$ cat src/rtl/if_stage_pq.sv
// Fetch stage with a variable-latency imem handshake, a DEPTH-entry prefetch queue and the IF/ID register.
// Optional macro IF_QUEUE_BYPASS_EN lets a fetch land directly in IF/ID when the queue is empty.
module if_stage_pq #(
  parameter int                 ADDR_W   = 32,
  parameter int                 DEPTH    = 4,
  parameter logic [ADDR_W-1:0]  RESET_PC = '0
) (
  input  logic              clk,
  input  logic              clr,
  input  logic [1:0]        pcsource,
  input  logic [ADDR_W-1:0] bpc,
  input  logic [ADDR_W-1:0] rpc,
  input  logic [ADDR_W-1:0] jpc,
  input  logic              stall,
  output logic              imem_req,
  output logic [ADDR_W-1:0] imem_addr,
  input  logic              imem_ack,
  input  logic [ADDR_W-1:0] imem_rdata,
  output logic [ADDR_W-1:0] inst,
  output logic [ADDR_W-1:0] PC,
  output logic [ADDR_W-1:0] pc4,
  output logic              inst_valid
);

  localparam int                PW   = $clog2(DEPTH);
  localparam int                CW   = $clog2(DEPTH + 1);
  localparam logic [CW-1:0]     FULL = CW'(DEPTH);
  localparam logic [ADDR_W-1:0] FOUR = ADDR_W'(4);

  logic [ADDR_W-1:0] r_fetch_pc;
  logic [ADDR_W-1:0] r_q_addr [DEPTH];
  logic [ADDR_W-1:0] r_q_inst [DEPTH];
  logic [PW-1:0]     r_wr_ptr;
  logic [PW-1:0]     r_rd_ptr;
  logic [CW-1:0]     r_count;
  logic [ADDR_W-1:0] r_inst;
  logic [ADDR_W-1:0] r_pc;
  logic [ADDR_W-1:0] r_pc4;
  logic              r_valid;

  logic              w_redirect;
  logic              w_xfer;
  logic              w_bypass;
  logic              w_push;
  logic              w_pop;
  logic [ADDR_W-1:0] w_target;

  // Request is withheld on redirect so an ack in that cycle never completes a transfer.
  assign w_redirect = (pcsource != 2'd0);
  assign imem_req   = (r_count < FULL) && !clr && !w_redirect;
  assign imem_addr  = r_fetch_pc;
  assign w_xfer     = imem_req && imem_ack;

`ifdef IF_QUEUE_BYPASS_EN
  assign w_bypass = w_xfer && (r_count == '0) && !stall;
`else
  assign w_bypass = 1'b0;
`endif

  assign w_push = w_xfer && !w_bypass;
  assign w_pop  = !w_redirect && !stall && (r_count != '0);

  always_comb begin
    w_target = jpc;
    case (pcsource)
      2'd1:    w_target = bpc;
      2'd2:    w_target = rpc;
      default: w_target = jpc;
    endcase
  end

  // Queue storage needs no reset: count gates every read.
  always_ff @(posedge clk) begin
    if (w_push) begin
      r_q_addr[r_wr_ptr] <= r_fetch_pc;
      r_q_inst[r_wr_ptr] <= imem_rdata;
    end
  end

  always_ff @(posedge clk) begin
    if (clr) begin
      r_fetch_pc <= RESET_PC;
      r_wr_ptr   <= '0;
      r_rd_ptr   <= '0;
      r_count    <= '0;
    end else if (w_redirect) begin
      r_fetch_pc <= w_target;
      r_wr_ptr   <= '0;
      r_rd_ptr   <= '0;
      r_count    <= '0;
    end else begin
      if (w_xfer) r_fetch_pc <= r_fetch_pc + FOUR;
      if (w_push) r_wr_ptr <= r_wr_ptr + PW'(1);
      if (w_pop)  r_rd_ptr <= r_rd_ptr + PW'(1);
      r_count <= r_count + CW'(w_push) - CW'(w_pop);
    end
  end

  // IF/ID register: redirect bubble beats stall, stall beats pop.
  always_ff @(posedge clk) begin
    if (clr || w_redirect) begin
      r_inst  <= '0;
      r_pc    <= '0;
      r_pc4   <= '0;
      r_valid <= 1'b0;
    end else if (stall) begin
      r_inst  <= r_inst;
      r_pc    <= r_pc;
      r_pc4   <= r_pc4;
      r_valid <= r_valid;
    end else if (w_pop) begin
      r_inst  <= r_q_inst[r_rd_ptr];
      r_pc    <= r_q_addr[r_rd_ptr];
      r_pc4   <= r_q_addr[r_rd_ptr] + FOUR;
      r_valid <= 1'b1;
    end else if (w_bypass) begin
      r_inst  <= imem_rdata;
      r_pc    <= r_fetch_pc;
      r_pc4   <= r_fetch_pc + FOUR;
      r_valid <= 1'b1;
    end else begin
      r_inst  <= '0;
      r_pc    <= '0;
      r_pc4   <= '0;
      r_valid <= 1'b0;
    end
  end

  assign inst       = r_inst;
  assign PC         = r_pc;
  assign pc4        = r_pc4;
  assign inst_valid = r_valid;

endmodule

$ cat config.mk
export PLATFORM = sky130hd
export DESIGN_NAME = if_stage_pq
export DESIGN_NICKNAME = d
export VERILOG_FILES = /design/src/rtl/if_stage_pq.sv
export SDC_FILE = /design/constraint.sdc
export NUM_CORES = 1
export LEC_CHECK = 0
export CAP_MARGIN = 20
export CORE_ASPECT_RATIO = 0.5
export CORE_MARGIN = 4
export CORE_UTILIZATION = 53
export DETAILED_ROUTE_END_ITERATION = 8
export PLACE_DENSITY = 0.83
export SLEW_MARGIN = 0
export SYNTH_ARGS = -nofsm -noshare
export SYNTH_HDL_FRONTEND = slang
export SYNTH_SLANG_ARGS = --single-unit
$ cat constraint.sdc
create_clock -name clk -period 4.1 [get_ports clk]
set_clock_uncertainty 0.1 [all_clocks]
set_input_delay 0.82 -clock clk [delete_from_list [all_inputs] [get_ports clk]]
set_output_delay 0.82 -clock clk [all_outputs]
set_load 0.05 [all_outputs]
# Word-level counts from Yosys, hierarchy flattened

Memory sizes are Yosys's and may differ from the RTL's. A register that Yosys moved wholly into a read port is not among the register bits.
Cells that the tools add are included.
W data, S select, Z words.

Add/subtract/negate cells: 6
Order comparisons: 1
Equal/unequal tests: 2
Multiplexer cells: 13
Reductions and logical operators: 13

Operator list:

| cell                    | count |
|---|---|
| $mux W32                | 5 |
| $add A32 B3 Y32 const B | 2 |
| $pmux W32 S2            | 1 |
| $mux W2                 | 4 |
| $logic_and A1 B1 Y1     | 5 |
| $add A2 B1 Y2 const B   | 2 |
| $reduce_bool A2 Y1      | 2 |
| $add A3 B1 Y3           | 1 |
| $logic_not A1 Y1        | 3 |
| $lt A3 B3 Y1 const B    | 1 |
| $mux W1                 | 3 |
| $reduce_bool A3 Y1      | 1 |
| $sub A3 B1 Y3           | 1 |
| $eq A2 B1 Y1 const B    | 1 |
| $eq A2 B2 Y1 const B    | 1 |
| $reduce_or A2 Y1        | 1 |
| $logic_or A1 B1 Y1      | 1 |

Register bits: 136
Bits in writable memories: 256
Bits of input ports: 134
Output and inout port bits: 130
Word-level logic and storage cells: 45
Memories: 2

Memories:

| memory   | words | width | read ports | clocked after Yosys merged registers in | wr ports | RTL line | text |
|---|---|---|---|---|---|---|---|
| r_q_addr | 4     | 32    | 1          | 1                                       | 1        | 31       | `logic [ADDR_W-1:0] r_q_addr [DEPTH];` |
| r_q_inst | 4     | 32    | 1          | 1                                       | 1        | 32       | `logic [ADDR_W-1:0] r_q_inst [DEPTH];` |

# Longest topological paths before layout

Word-level depth: 6
Gate-level depth with buffers: 14
Depth with buffers taken out: 13

# Worst setup path after synthesis

No wires, ideal clock.

Path type: input-to-reg
From: in pcsource[0]
To: mem r_q_addr[0][0] (enable)
Setup time: 0.429 ns
Data arrival time: 3.020 ns
Required time: 3.571 ns
Setup slack: 0.551 ns
Stages on the path: 4
Buffers on the path: 0
Path through: inv_1 -> ha_1 -> nor2b_1 -> and3_1

Cells in the longest elaborated chain, start to end: 6

Ends and longest elaborated chain:

| item                          | RTL line | text |
|---|---|---|
| start, declared               | 10       | `input logic [1:0] pcsource,` |
| $reduce_bool A2 Y1            | 49       | `assign w_redirect = (pcsource != 2'd0);` |
| $logic_not A1 Y1              | 50       | `assign imem_req = (r_count < FULL) && !clr && !w_redirect;` |
| $logic_and A1 B1 Y1           | 50       |  |
| $logic_and A1 B1 Y1           | 52       | `assign w_xfer = imem_req && imem_ack;` |
| $mux W1                       | 74       | `if (w_push) begin` |
| $mux W1 (not written as such) | 75       | `r_q_addr[r_wr_ptr] <= r_fetch_pc;` |
| end, declared                 | 31       |  |

No other way between the ends.

# Worst setup path after layout

From: in pcsource[1]
To: out imem_req

Cells in the longest elaborated chain, start to end: 3

Ends and longest elaborated chain:

| item                | RTL line | text |
|---|---|---|
| $reduce_bool A2 Y1  | 49       |  |
| $logic_not A1 Y1    | 50       |  |
| $logic_and A1 B1 Y1 | 50       |  |
| end, declared       | 15       | `output logic imem_req,` |

No other way between the ends.

==> flow_metrics.tcl <==
set metrics [dict create \
    synth_top_family_by_area "multiplexers" \
    cts_tree "done" \
    ys_seq_elements 392 \
    synth_xor_area_frac 0.0285 \
    use_met2 0.396 \
    crit_fanout 4 \
    startpoint_type "primary input" \
    synth_cell_type_count 50 \
    numCtsBuffers 35 \
    hp-start "pc4[31]$_SDFFE_PP0N_" \
    die_h_um 130 \
    io_buffers 263 \
    synth_seq_area_share 0.664 \
    cts.htree.levels 2 \
    grt-busiest-layer "met2" \
    final.fill_count 1966 \
    track_usage 0.229 \
    clkSlewWorstSetupHoldPaths_ps 60 \
    worstMarginPinSlew_ps 924 \
    nNetsFinal 1502 \
    insertion_delay_ps 510 \
    die_w_um 251 \
    path_class "primary input to output pin" \
    ys.flop_type "edfxtp_1" \
    wl_per_cell_um 21.6 \
    cts_repair_resize_count 0 \
    coreArea_um2 29100 \
    gr-usage-met3 0.0423 \
    cts_setup_buffers 0 \
    startpoint "pcsource[1]" \
    antenna_found_initial 1 \
    grt_pass1_wl_um 58600 \
    setup_viol 0 \
    wl_um 38200 \
    p_leak_uw 0.00637 \
    drv_cap 0 \
    synthArstFlopShare 0 \
    postLayoutCoreUtil 0.681 \
    ant_nets 0 \
    ios 264 \
    vias_per_cell 5.87 \
    drive_gt1_frac 0.114 \
    start_util 0.539 \
    met1_usage 0.300 \
    grt_max_degree 81 \
    max_freq_mhz 321 \
    die_area_um2 32500 \
    synthMuxAreaShare 0.0947 \
    post-route-period-util 0.759 \
    vdd_drop_max_uv 299 \
    cts_buffer_depth 3 \
    slew_headroom 0.384 \
    drv_slew 0 \
    cp_data_arrival_time_ps 2190 \
    syn_nets 1250 \
    netlist_instances 1103 \
    dp_hpwl_um 25400 \
    netlist_area_um2 15700 \
    yosysWarnings 0 \
    synthAdderAreaFrac 0.0109 \
    tns_ps 0 \
    area_growth_syn_to_layout_pct 26.4 \
    synth_compound_area_frac 0.0899 \
    timing.final.crit_period_ps 3110 \
    num_rows 44 \
    cts_hold_buf 0 \
    critPathRequiredTime_ps 3180 \
    syn_area_per_cell_um2 14.2 \
    drc 0 \
    pwr_density_cell_nw_per_um2 411 \
    grt_setup_unrepaired "false" \
    grt_pass1_vias 10510 \
    gp_congestion 0.902 \
    r2r_cells 7 \
    hold_class "flip-flop to flip-flop" \
    overflow 0 \
    yosys.area_share.simple 0.0854 \
    synth-edff-count 256 \
    clock-sinks 392 \
    cp-end-kind "output pin" \
    drt_iter0_markers 997 \
    root_buffer "clkbuf_16" \
    outcome "completed" \
    final_hold_viol_count 0 \
    via_count 10408 \
    detail_route.first_pass.iterations 5 \
    holdPathStages 2 \
]
-- sequential cells by signal (all words and copies together), names as in the netlist, 3 cells and up, named ones only --
| signal | flops |
|---|---|
| r_q_addr | 128 |
| r_q_inst | 128 |
| PC | 32 |
| imem_addr | 32 |
| inst | 32 |
| pc4 | 30 |
| r_count | 3 |
-- worst max-delay path, cell delays in order --
cell             delay, ps
clkdlybuf4s50_1        440
inv_1                  120
ha_2                   270
nand2b_4                80
nor2_1                 260
buf_12                 190
-- cells in the mapped netlist, types with 3 or more instances --
cell | instances | area (um2)
edfxtp_1 | 256 | 7690
nor2_1 | 142 | 533
dfxtp_1 | 136 | 2720
a22oi_1 | 103 | 773
mux4_2 | 57 | 1280
nand2_1 | 49 | 184
clkbuf_1 | 43 | 161
a21oi_1 | 37 | 185
xor2_1 | 34 | 298
and3_1 | 22 | 138
a211oi_1 | 21 | 158
o21ai_1 | 18 | 90.1
xnor2_1 | 17 | 149
nand3_1 | 16 | 80.1
buf_1 | 15 | 56.3
nand4_1 | 15 | 93.8
ha_1 | 12 | 150
inv_1 | 11 | 41.3
nor3_1 | 9 | 45.0
o21ai_0 | 9 | 45.0
buf_2 | 8 | 40.0
a2111oi_0 | 6 | 52.6
and4_1 | 6 | 52.6
mux4_1 | 6 | 158
and2_1 | 5 | 31.3
buf_6 | 5 | 56.3
buf_4 | 4 | 30.0
nor4_1 | 4 | 25.0
a311oi_1 | 3 | 26.3
and4_4 | 3 | 33.8
nor2b_1 | 3 | 18.8
-- through the flow --
step	setup WS (ps)	cell area, um2	total power, uW	hold WS [ps]	std cells
4_1_cts	968	19800	8190	353	1772
2_1_floorplan	551	15700	4710	369	1103
3_5_place_dp	501	18700	5010	345	1709
5_1_grt	841	19800	8400	370	1773
3_3_place_gp	622	18700	5000	342	1709
6_report	987	19800	8140	354	1773
-- logic make-up (layout without fill, tap and decap cells) --
logic type      Yosys count  after routing
fa+ha+maj                13             13
mux                      67             67
buf+inv                  88            366
compound gates          207            207
simple gates            285            285
flops                   392            392
xor+xnor                 51             51
other cells               0              1
-- layer usage --
metal | share of wire | vias up
met3 | 0.069 | 84
li1 | - | 4734
met1 | 0.40 | 5149
met4 | 0.028 | 0
met2 | 0.50 | 441
met5 | 0 | -
-- cell type report --
| class | instances | area [um2] | area share |
|---|---|---|---|
| repair buffers | 291 | 2860 | 0.144 |
| inverters | 12 | 45.0 | 0.00228 |
| clock buffers | 55 | 1050 | 0.0528 |
| clock inverters | 8 | 71.3 | 0.00360 |
| flip-flops and latches | 392 | 10400 | 0.526 |
| multi-input cells | 623 | 4870 | 0.246 |
| well taps | 391 | 489 | 0.0247 |
| diodes | 1 | 2.50 | 0.000126 |
-- cell usage in the layout (no fill, tap or decap), types with 3 or more instances in the layout --
cell             instances
nor2_1                 142
a22oi_1                103
clkbuf_16               39
clkbuf_1                15
nor3_1                   8
nand4_1                 15
o21ai_1                 18
nand2_1                 49
buf_4                   27
nor4_1                   4
and4_4                   3
ha_1                    10
clkdlybuf4s50_1        261
and4_1                   6
mux4_1                   6
xnor2_1                 17
a211oi_1                21
nand3_1                 16
edfxtp_1               256
mux4_2                  57
dfxtp_1                134
and3_2                   4
xor2_1                  34
a2111oi_0                6
and3_1                  18
a311oi_1                 3
o21ai_0                  9
a21oi_1                 37
nor2b_1                  3
inv_1                   11
and2_1                   5
-- path summary, 6_finish.rpt --
path	end	slack (ps)
max	imem_req	990
min	pc4[31]$_SDFFE_PP0N_	350
max reg2reg	pc4[26]$_SDFFE_PP0N_	1200
min reg2reg	pc4[31]$_SDFFE_PP0N_	350
-- power breakdown --
group	internal [uW]	leakage, uW	total [uW]	switching (uW)
Sequential	4260	0.00340	4350	87.0
Clock	1830	0.000535	3200	1380
Combinational	258	0.00243	585	327
No activity file was read; power rests on OpenSTA's default activity.
